$ cat src/rtl/cnt_pkg.sv
// Shared constants for the multi-digit counter: legal digit radices, the
// seven-segment character set and the per-cycle counter operation.
package cnt_pkg;

    localparam int BASE_DEC = 10;
    localparam int BASE_HEX = 16;

    // Segment order is {dp, g, f, e, d, c, b, a}; dp is never lit.
    localparam logic [7:0] SEG_LUT [16] = '{
        8'h3F, 8'h06, 8'h5B, 8'h4F, 8'h66, 8'h6D, 8'h7D, 8'h07,
        8'h7F, 8'h6F, 8'h77, 8'h7C, 8'h39, 8'h5E, 8'h79, 8'h71
    };

    typedef enum logic [1:0] {
        OP_HOLD,
        OP_LOAD,
        OP_INC,
        OP_DEC
    } cnt_op_e;

    function automatic bit base_is_legal(input int base);
        return (base == BASE_DEC) || (base == BASE_HEX);
    endfunction

endpackage

$ cat src/rtl/cnt_multi_digit_if.sv
// Control, load and display signals of the multi-digit counter; the counter
// is the slave, whoever drives the controls and reads the display is the master.
interface cnt_multi_digit_if #(
    parameter int NDIG = 2
) ();

    logic              en;
    logic              key_n;
    logic              tick;
    logic              up;
    logic              load;
    logic [4*NDIG-1:0] load_val;
    logic [4*NDIG-1:0] cnt_val;
    logic              carry;
    logic [NDIG-1:0]   scan;
    logic [7:0]        seg;

    modport master (
        output en, key_n, tick, up, load, load_val,
        input  cnt_val, carry, scan, seg
    );

    modport slave (
        input  en, key_n, tick, up, load, load_val,
        output cnt_val, carry, scan, seg
    );

endinterface

$ cat src/rtl/seg7_dec.sv
// Hex digit to seven-segment pattern, purely combinational.
module seg7_dec
    import cnt_pkg::*;
(
    input  logic [3:0] digit_i,
    output logic [7:0] seg_o
);

    assign seg_o = SEG_LUT[digit_i];

endmodule

$ cat src/rtl/cnt_multi_digit.sv
// Multi-digit decimal/hex up-down counter driven by debounced-free key edges or
// ticks, with load, wrap or saturate at the limits, and a multiplexed display.
module cnt_multi_digit
    import cnt_pkg::*;
#(
    parameter int NDIG = 2,
    parameter int BASE = 16,
    parameter int SAT  = 0
) (
    input  logic             clk10hz,
    input  logic             rst,
    cnt_multi_digit_if.slave bus
);

    localparam int            W        = 4 * NDIG;
    localparam int            IW       = (NDIG > 1) ? $clog2(NDIG) : 1;
    localparam logic [3:0]    DMAX     = base_is_legal(BASE) ? 4'(BASE - 1) : 4'hF;
    localparam logic [IW-1:0] IDX_LAST = IW'(NDIG - 1);

    logic          key_s1_q, key_s2_q, key_prev_q;
    logic [W-1:0]  cnt_q, cnt_d;
    logic          carry_q, carry_d;
    logic [IW-1:0] idx_q, idx_d;
    logic          key_ev, ev, ripple;
    logic [3:0]    nib, sel_digit;
    cnt_op_e       op;

    // Idle key level is 1, so a press is a 1 -> 0 step of the synchronised input.
    assign key_ev = key_prev_q & ~key_s2_q;
    assign ev     = bus.en ? key_ev : bus.tick;

    // NOTE: every signal driven in always_comb gets a default first, otherwise
    // any path that skips an assignment infers a latch.
    always_comb begin
        op = OP_HOLD;
        if (bus.load) begin
            op = OP_LOAD;
        end else if (ev) begin
            op = bus.up ? OP_INC : OP_DEC;
        end
    end

    always_comb begin
        cnt_d   = cnt_q;
        carry_d = 1'b0;
        ripple  = 1'b1;
        nib     = '0;
        unique case (op)
            OP_LOAD: begin
                for (int i = 0; i < NDIG; i++) begin
                    nib            = bus.load_val[4*i +: 4];
                    cnt_d[4*i +: 4] = (nib > DMAX) ? DMAX : nib;
                end
            end
            OP_INC: begin
                for (int i = 0; i < NDIG; i++) begin
                    if (ripple) begin
                        if (cnt_q[4*i +: 4] == DMAX) begin
                            cnt_d[4*i +: 4] = 4'h0;
                        end else begin
                            cnt_d[4*i +: 4] = cnt_q[4*i +: 4] + 4'd1;
                            ripple          = 1'b0;
                        end
                    end
                end
                if (ripple) begin
                    carry_d = 1'b1;
                    if (SAT != 0) cnt_d = cnt_q;
                end
            end
            OP_DEC: begin
                for (int i = 0; i < NDIG; i++) begin
                    if (ripple) begin
                        if (cnt_q[4*i +: 4] == 4'h0) begin
                            cnt_d[4*i +: 4] = DMAX;
                        end else begin
                            cnt_d[4*i +: 4] = cnt_q[4*i +: 4] - 4'd1;
                            ripple          = 1'b0;
                        end
                    end
                end
                // Ripple out of the top digit means the counter was all-zero.
                if (ripple) begin
                    carry_d = 1'b1;
                    if (SAT != 0) cnt_d = cnt_q;
                end
            end
            default: begin
                cnt_d = cnt_q;
            end
        endcase
    end

    assign idx_d = (idx_q == IDX_LAST) ? '0 : idx_q + 1'b1;

    // NOTE: clocked state uses non-blocking assignments so every flop samples
    // the pre-edge values, independent of statement order.
    always_ff @(posedge clk10hz) begin
        if (!rst) begin
            key_s1_q   <= 1'b1;
            key_s2_q   <= 1'b1;
            key_prev_q <= 1'b1;
            cnt_q      <= '0;
            carry_q    <= 1'b0;
            idx_q      <= '0;
        end else begin
            key_s1_q   <= bus.key_n;
            key_s2_q   <= key_s1_q;
            key_prev_q <= key_s2_q;
            cnt_q      <= cnt_d;
            carry_q    <= carry_d;
            idx_q      <= idx_d;
        end
    end

    assign bus.cnt_val = cnt_q;
    assign bus.carry   = carry_q;
    assign bus.scan    = NDIG'(1) << idx_q;
    assign sel_digit   = cnt_q[4*idx_q +: 4];

    seg7_dec u_seg7_dec (
        .digit_i (sel_digit),
        .seg_o   (bus.seg)
    );

endmodule

$ cat src/flat_wrapper.sv
// flat-port wrapper written by rule: the top's interface ports become plain ports
module cnt_multi_digit_flat import cnt_pkg::*;
#(
    parameter int NDIG = 2,
    parameter int BASE = 16,
    parameter int SAT  = 0
)
  (clk10hz, rst, bus_en, bus_key_n, bus_tick, bus_up, bus_load, bus_load_val, bus_cnt_val, bus_carry, bus_scan, bus_seg);
  cnt_multi_digit_if #(.NDIG(NDIG)) bus_i ();
  input  logic clk10hz;
  input  logic rst;
  input wire logic [$bits(bus_i.en)-1:0] bus_en;
  input wire logic [$bits(bus_i.key_n)-1:0] bus_key_n;
  input wire logic [$bits(bus_i.tick)-1:0] bus_tick;
  input wire logic [$bits(bus_i.up)-1:0] bus_up;
  input wire logic [$bits(bus_i.load)-1:0] bus_load;
  input wire logic [$bits(bus_i.load_val)-1:0] bus_load_val;
  output wire logic [$bits(bus_i.cnt_val)-1:0] bus_cnt_val;
  output wire logic [$bits(bus_i.carry)-1:0] bus_carry;
  output wire logic [$bits(bus_i.scan)-1:0] bus_scan;
  output wire logic [$bits(bus_i.seg)-1:0] bus_seg;
  assign bus_i.en = bus_en;
  assign bus_i.key_n = bus_key_n;
  assign bus_i.tick = bus_tick;
  assign bus_i.up = bus_up;
  assign bus_i.load = bus_load;
  assign bus_i.load_val = bus_load_val;
  assign bus_cnt_val = bus_i.cnt_val;
  assign bus_carry = bus_i.carry;
  assign bus_scan = bus_i.scan;
  assign bus_seg = bus_i.seg;
  cnt_multi_digit #(.NDIG(NDIG), .BASE(BASE), .SAT(SAT)) u_core (.clk10hz(clk10hz), .rst(rst), .bus(bus_i));
endmodule
$ cat config.mk
export PLATFORM = sky130hd
export DESIGN_NAME = cnt_multi_digit_flat
export DESIGN_NICKNAME = d
export VERILOG_FILES = /design/src/rtl/cnt_pkg.sv /design/src/rtl/cnt_multi_digit_if.sv /design/src/rtl/seg7_dec.sv /design/src/rtl/cnt_multi_digit.sv /design/src/flat_wrapper.sv
export SDC_FILE = /design/constraint.sdc
export NUM_CORES = 1
export LEC_CHECK = 0
export CAP_MARGIN = 20
export CORE_ASPECT_RATIO = 1.2
export CORE_MARGIN = 2
export CORE_UTILIZATION = 48
export CTS_CLUSTER_DIAMETER = 30
export CTS_CLUSTER_SIZE = 40
export DETAILED_ROUTE_END_ITERATION = 7
export PLACE_DENSITY = 0.8
export SLEW_MARGIN = 40
export SYNTH_ARGS = -nofsm -noshare
export SYNTH_HDL_FRONTEND = slang
export SYNTH_HIERARCHICAL = 1
export SYNTH_SLANG_ARGS = --single-unit
$ cat constraint.sdc
create_clock -name clk10hz -period 2.93 [get_ports clk10hz]
set_input_delay 0.586 -clock clk10hz [delete_from_list [all_inputs] [get_ports clk10hz]]
set_output_delay 0.586 -clock clk10hz [all_outputs]
set_load 0.1 [all_outputs]
[Yosys cells after proc, flatten, opt, wreduce, memory -nomap -nowiden]
Memory sizes are Yosys's and may differ from the RTL's.
Cells that the tools add are included.
Storage, ports and cells
  memories kept: 1
  bits of input ports: 15
  register bits: 13
  output and inout bits: 19
  memory bits (read-only): 128
  word-level logic and storage cells: 62
Memories
  (no name shown): words 16, width 8, read ports 1, clocked after memory_dff 0, wr ports 0, line seg7_dec.sv:9  | assign seg_o = SEG_LUT[digit_i];
Cells by class
  shift-type cells: 2
  bitwise gates (word level): 4
  eq/ne operators: 7
  magnitude comparators: 3
  reduce and logical (&&, ||, !) cells: 5
  add/sub/neg operators: 5
  muxes and demuxes: 28
Operators with widths (count)
  $mux 4: 8
  $pmux 8 s3: 1
  $mux 8: 2
  $mux 1: 14
  $add 4x1->4 const B: 2
  $eq 4x4->1 const B: 2
  $gt 4x4->1 const B: 2
  $logic_not 4->1: 2
  $shiftx 8x4->4: 1
  $sub 4x1->4 const B: 2
  $ge 5x5->1 const B: 1
  $not 4->5: 1
  $eq 2x2->1 const B: 2
  $mux 2: 2
  $ne 2x2->1 const B: 2
  $reduce_and 3->1: 1
  $reduce_bool 3->1: 1
  $eq 2x1->1 const B: 1
  $not 1->1: 2
  $pmux 1 s2: 1
  $reduce_or 2->1: 1
  $shl 1x1->2 const A: 1
  $add 1x1->1 const B: 1
  $and 1x1->1: 1

[Depth between registers and ports, before layout]
Gate-level depths: netlist of the first run.
  word-level depth: 11
  mapped depth: 7
  mapped depth without buffers: 6

[Modules after synthesis]
The synthesis of the first run kept the hierarchy.
Modules (own cells, without submodules)
  cnt_multi_digit: seq. area each 260.2 um^2, cells each 114, area an instance 938.4 um^2, instances 1
  seg7_dec: seq. area each 0.0 um^2, cells each 35, area an instance 299.0 um^2, instances 1

[Worst setup path after synthesis of the first run]
No wires, ideal clock.
  path kind: reg2out
  from: register u_core.cnt_q[1] (netlist: u_core/bus.cnt_val[1])
  to: output port bus_seg[5]
  cell stages (with the launch flop): 7
  arrival time: 3.743 ns
  slack: -1.399 ns
  data required time: 2.344 ns
  buffers on the path: 0
  cells stage by stage: dfxtp_1 inv_1 o21ai_0 inv_1 ha_1 mux2_2 a21oi_1
Between the ends
  longest elaborated chain between the ends: 5
RTL lines
  start: declaration: line cnt_multi_digit.sv:21  | logic [W-1:0] cnt_q, cnt_d;
  start signal: assignment: line cnt_multi_digit.sv:110  | cnt_q <= cnt_d;
  $shiftx 8x4->4: line cnt_multi_digit.sv:119  | assign sel_digit = cnt_q[4*idx_q +: 4];
  named net u_core.sel_digit[1]: line cnt_multi_digit.sv:25  | logic [3:0] nib, sel_digit;
  $not 4->5 (implied by the code): line seg7_dec.sv:9
  $mem_v2 16x8
  $mux 8 (implied by the code) (2 in a row): line seg7_dec.sv:9
  end: declaration: line flat_wrapper.sv:21  | output wire logic [$bits(bus_i.seg)-1:0] bus_seg;
The timed path passes the listed nets, and every way through them passes these cells. The select of a mux whose other input is x is not followed.

[Worst setup path in the final report of the first run]
  from: register u_core.cnt_q[0] (netlist: u_core/bus.cnt_val[0])
  to: output port bus_seg[3]
Same word-level chain as after synthesis.

==> flow_metrics.tcl, run 1 <==
set metrics [dict create \
    status "finished clean" \
    fin_ws_ns 0.109 \
    cts_buffer_depth 2 \
    dpl_worst_slack_ns 0.219 \
    power_leakage_uw 0.000693 \
    synth_nets 175 \
    combPwrFrac 0.603 \
    ys_ff_latch 13 \
    nFillCells 215 \
    cts_tree "yes" \
    synth_area_leader_cell "dfxtp_1" \
    crit_top_cell "inv_1" \
    rr_startpoint "u_core/bus.cnt_val[0]$_SDFFE_PN0P_" \
    die_x_um 50.4 \
    wire_per_inst_um 14.3 \
    worstHoldStart "u_core/key_s1_q$_SDFF_PN1_" \
    pwr-share-clk 0.143 \
    path_cells "inv_1 -> o21ai_1 -> inv_1 -> ha_1 -> mux4_2 -> buf_12" \
    diodes 0 \
    final_cells 210 \
    netlist_instances 149 \
    stdcell_area_um2 1670 \
    power.internal_uw 421 \
    final.setup_skew_ns 0.00642 \
    multi_input_area_um2 885 \
    ant_nets 0 \
    grt-ovfl-total 0 \
    cp_max_fo 8 \
    switching_share 0.500 \
    ys_seq_area_frac 0.210 \
    yosysMostFrequentCell "inv_1" \
    synth_async_sr_flop_share 0 \
    rsz0062_at_grt "no" \
    critPathRequiredTime_ns 2.34 \
    r2r_setup_slack_ns 0.99 \
    avgSynthCellArea_um2 8.30 \
    reg2reg_depth 6 \
    place_hpwl_um 2370 \
    coreArea_um2 2500 \
    grt_first_pass_wirelength_um 5090 \
    drt_iter0_markers 27 \
    switchingPower_uw 420 \
    netlist.area_leader.share 0.210 \
    seq_power_share 0.254 \
    drcViolationCount 0 \
    vias 1193 \
    crit_type "flip-flop to primary output" \
    ctsHoldBuffers 0 \
    dp.cells 206 \
    io_pins 34 \
    area_growth_pct 34.7 \
    critPathCaptureType "primary output" \
    clkLatencyLatePin_ns 0.29 \
    syn_area_um2 1240 \
    numCtsBuffers 3 \
    finalMaxSlewViolations 0 \
    drv_cap 0 \
    holdPathStages 1 \
    min_to "u_core/key_s2_q$_SDFF_PN1_" \
    hold_path.class "flip-flop to flip-flop" \
    fin_crit_sh 0.963 \
    drive_above_1_share 0.299 \
    grt_pass1_vias 1123 \
    hold_violations 0 \
    wl_um 3000 \
    initial_utilization 0.495 \
    grt_util_all_layers 0.222 \
    synth_edf_count 0 \
    viasPerCell 5.68 \
    htree_levels 1 \
    synth_cell_types 49 \
    drtPass1Iterations 4 \
    yosys_warnings 6 \
    powerDensity_nw_per_um2 505 \
    antenna_found_initial 0 \
    placed_cell_area_um2 1640 \
    portBuffers 32 \
    fmax_ghz 0.354 \
    dieArea_um2 3000 \
    min_period_ns 2.82 \
    fin_nets 204 \
    grt_max_degree 15 \
    ir_drop_uv 354 \
    clockRootBuffer "clkbuf_4" \
    worst_path_max_delay_cell "mux4_2" \
    clk_pin_slew_ns 0.08 \
    cpPeakStageDelay_ns 0.50 \
    critPathLaunchType "flip-flop" \
    synth_common_cells "inv_1 (16), dfxtp_1 (13), a21oi_1 (12), ha_1 (11), o21ai_0 (8)" \
    finish.utilization 0.666 \
    synthTopCellsByArea "dfxtp_1 (21%), ha_1 (11%), mux2_2 (6.4%)" \
    place_congestion 0.854 \
    regArea_um2 277 \
    rr_endpoint "u_core/bus.cnt_val[4]$_SDFFE_PN0P_" \
    clock_sinks 13 \
    row_count 20 \
    arrival_ns 2.24 \
    setup_viol 0 \
    die_h_um 59.6 \
    ys.flop_type "dfxtp_1" \
    fin_tns_setup_ns 0 \
]
## worst max path at each step
stage / end / slack [ns] / start
final: bus_seg[3] / 0.11 / u_core/bus.cnt_val[0]$_SDFFE_PN0P_
after CTS: bus_seg[3] / 0.08 / u_core/idx_q$_SDFF_PP0_
after detailed placement: bus_seg[3] / 0.22 / u_core/bus.cnt_val[1]$_SDFFE_PN0P_
after global routing: bus_seg[3] / 0.004 / u_core/bus.cnt_val[0]$_SDFFE_PN0P_
after floorplan: bus_seg[1] / 0.02 / u_core/bus.cnt_val[0]$_SDFFE_PN0P_
after global placement: bus_seg[3] / 0.38 / u_core/bus.cnt_val[0]$_SDFFE_PN0P_
## metrics by stage
step | total power (µW) | hold WS, ns
after floorplan | 582 | 0.386
after global placement | 713 | 0.407
after detailed placement | 725 | 0.423
after CTS | 844 | 0.441
after global routing | 879 | 0.477
final | 841 | 0.437
## state kept, by name (all words and copies together) (netlist names)
name and cells:
u_core/idx_q 1, u_core/key_prev_q 1, u_core/key_s1_q 1, u_core/key_s2_q 1, u_core/bus.cnt_val 8, u_core/bus.carry 1
## power by group through the flow
stage / combinational [µW] / sequential, µW / clock (µW)
floorplan: 308 / 274 / 0
global placement: 497 / 216 / 0
detailed placement: 508 / 217 / 0
CTS: 510 / 213 / 121
global route: 532 / 218 / 129
finish: 507 / 214 / 120
## layout by cell type (no fill, tap or decap), drive strengths merged, types with 2 or more instances in the layout
cell type       n
o21ai           8
ha             11
a21o            2
mux2            7
nor3            2
nor2            7
inv            16
nand3           4
buf            20
nand2           7
mux2i           3
clkdlybuf4s50  14
nor3b           2
or4             2
nand2b          7
xnor2           2
a21oi          12
nand4           2
a31oi           3
dfxtp          13
o211a           2
nand3b          2
o22a            2
clkbuf          4
## kinds of logic after synthesis
| group | Yosys count | share of synthesized area |
|---|---|---|
| AO/OA/AOI/OAI | 44 | 0.267 |
| AND/OR/NAND/NOR | 40 | 0.184 |
| buffers and inverters | 26 | 0.0940 |
| flip-flops | 13 | 0.210 |
| adder cells (fa/ha/maj) | 11 | 0.111 |
| multiplexers | 11 | 0.109 |
| XOR/XNOR | 3 | 0.0212 |
| other | 1 | 0.00303 |
## layer usage
metal,vias up,global-route usage,share of wire
li1,594,-,-
met1,555,0.245,0.39
met2,39,0.438,0.56
met3,5,0.0152,0.035
met4,0,0.0811,0.015
met5,-,0,0
## what timing repair did
action | in CTS | in global routing
gates resized for setup | 2 | 2
endpoints found under the setup margin | 2 | 2
buffers inserted | 0 | 0
## critical path, delay by kind of cell (launching register included)
| family | cells | cell delay, ns |
|---|---|---|
| AO/OA/AOI/OAI | 1 | 0.30 |
| adder cells (fa/ha/maj) | 1 | 0.33 |
| buffers and inverters | 3 | 0.42 |
| flip-flops | 1 | 0.39 |
| multiplexers | 1 | 0.50 |
## cell type report
cell class,instances,share of cell area
clock buffer,4,0.0158
sequential,13,0.166
multi-input combinational,110,0.531
timing repair buffer,34,0.227
inverter,16,0.0360
tap,33,0.0248
Power figures use the tool's default switching activity.
==> inputs of run 2 (changes only) <==
CTS_BUF_LIST = sky130_fd_sc_hd__clkbuf_16   (was not set)
==> run 2 against run 1 <==
Critical path depth unchanged. Clock power up 110%. Clock skew down 0.0030 ns. Worst setup slack better by 0.058 ns. Via count up 2.2%. Sequential cell count unchanged. Largest cell class unchanged.
==> flow_metrics.tcl, run 2 (synthesized netlist as in run 1, its figures left out) <==
set metrics [dict create \
    critPathTopFamily "multiplexers" \
    cp_max_fo 8 \
    final_cell_mix "inv_1 (17), clkdlybuf4s50_1 (14), buf_4 (13)" \
    critPathBufInv 3 \
    largest_register_ffs 8 \
    final.setup_skew_ns 0.00337 \
    place_hpwl_um 2370 \
    whs_ns 0.433 \
    hold_path.class "flip-flop to flip-flop" \
    wl_met2_um 1710 \
    powerDensity_nw_per_um2 571 \
    ctsHoldBuffers 0 \
    critPathLaunchType "flip-flop" \
    ant_nets 0 \
    setup_viol 0 \
    critPathRequiredTime_ns 2.34 \
    fin_total_pwr_uw 979 \
    drt_iter0_markers 31 \
    status "finished clean" \
    initial_utilization 0.495 \
    coreArea_um2 2500 \
    row_count 20 \
    arrival_ns 2.18 \
    die_h_um 59.6 \
    grt_pass1_vias 1110 \
    rr_startpoint "u_core/bus.cnt_val[0]$_SDFFE_PN0P_" \
    portBuffers 32 \
    die_x_um 50.4 \
    worst_path_max_delay_cell "mux4_2" \
    viasPerCell 5.80 \
    finalMaxSlewViolations 0 \
    ir_drop_uv 534 \
    drv_cap 0 \
    grt-ovfl-total 0 \
    io_pins 34 \
    grt_util_all_layers 0.227 \
    drcViolationCount 0 \
    wl_met3_um 124 \
    crit_type "flip-flop to primary output" \
    wl_um 3030 \
    vias 1219 \
    regArea_um2 277 \
    grt_first_pass_wirelength_um 5130 \
    fin_crit_sh 0.943 \
    numCtsBuffers 3 \
    r2r_setup_slack_ns 1.01 \
    clkLatencyLatePin_ns 0.24 \
    post_cts_buffers 0 \
    multi_input_area_um2 881 \
    wire_per_inst_um 14.4 \
    cp.depth 6 \
    finish.utilization 0.686 \
    min_period_ns 2.76 \
    cts-resized-gates 2 \
    fmax_ghz 0.362 \
    hold_violations 0 \
    drt-met1-wl_um 1150 \
    critPathCaptureType "primary output" \
    fin_nets 204 \
    place_congestion 0.854 \
    antenna_found_initial 0 \
    path_cells "inv_1 -> o21ai_1 -> inv_1 -> ha_1 -> mux4_2 -> buf_12" \
    clock_sinks 13 \
    drive_above_1_share 0.294 \
    dp.cells 206 \
    clk_pin_slew_ns 0.04 \
    rsz0062_at_grt "no" \
    final_common_cell "inv_1" \
    grt_max_degree 15 \
    worstHoldStart "u_core/key_s1_q$_SDFF_PN1_" \
    drtPass1Iterations 4 \
    fin_tns_setup_ns 0 \
    cts_tree "yes" \
    nFillCells 209 \
    clockRootBuffer "clkbuf_16" \
    power_leakage_uw 0.000719 \
    dieArea_um2 3000 \
    htree_levels 1 \
    highest_layer "met4" \
    cts_buffer_depth 2 \
    cpPeakStageDelay_ns 0.50 \
    rr_endpoint "u_core/bus.cnt_val[4]$_SDFFE_PN0P_" \
    min_to "u_core/key_s2_q$_SDFF_PN1_" \
    final_cells 210 \
    reg2reg_depth 6 \
    holdPathStages 1 \
    area_growth_pct 38.6 \
    diodes 0 \
    crit_top_cell "inv_1" \
]
[run 2: power breakdown]
part | switching (µW) | total (µW) | leakage (µW) | internal [µW]
Combinational | 330 | 507 | 0.000566 | 177
Clock | 76.9 | 257 | 0.0000423 | 180
Sequential | 23.2 | 215 | 0.000111 | 191
[run 2: per-stage QoR]
stage          area [µm²]  setup WS, ns
2_1_floorplan        1270        0.0179
5_1_grt              1720        0.0153
3_5_place_dp         1640         0.219
3_3_place_gp         1640         0.377
4_1_cts              1710         0.139
6_report             1720         0.167
[run 2: metal layers]
layer,vias up,global-route usage
met5,-,0
met4,0,0.100
met3,5,0.0328
met2,38,0.432
met1,583,0.247
li1,593,-
[run 2: worst max path at each step]
stage                                            start    endpoint  slack [ns]
floorplan           u_core/bus.cnt_val[0]$_SDFFE_PN0P_  bus_seg[1]        0.02
global placement    u_core/bus.cnt_val[0]$_SDFFE_PN0P_  bus_seg[3]        0.38
detailed placement  u_core/bus.cnt_val[1]$_SDFFE_PN0P_  bus_seg[3]        0.22
CTS                            u_core/idx_q$_SDFF_PP0_  bus_seg[3]        0.14
global route        u_core/bus.cnt_val[1]$_SDFFE_PN0P_  bus_seg[3]        0.02
finish              u_core/bus.cnt_val[0]$_SDFFE_PN0P_  bus_seg[3]        0.17
[run 2: layout make-up]
cell class | count | share of cell area
multi-input cells | 110 | 0.513
repair buffers | 34 | 0.220
flip-flops and latches | 13 | 0.161
clock buffers | 3 | 0.0438
inverters | 16 | 0.0350
well taps | 33 | 0.0241
clock inverters | 1 | 0.00219
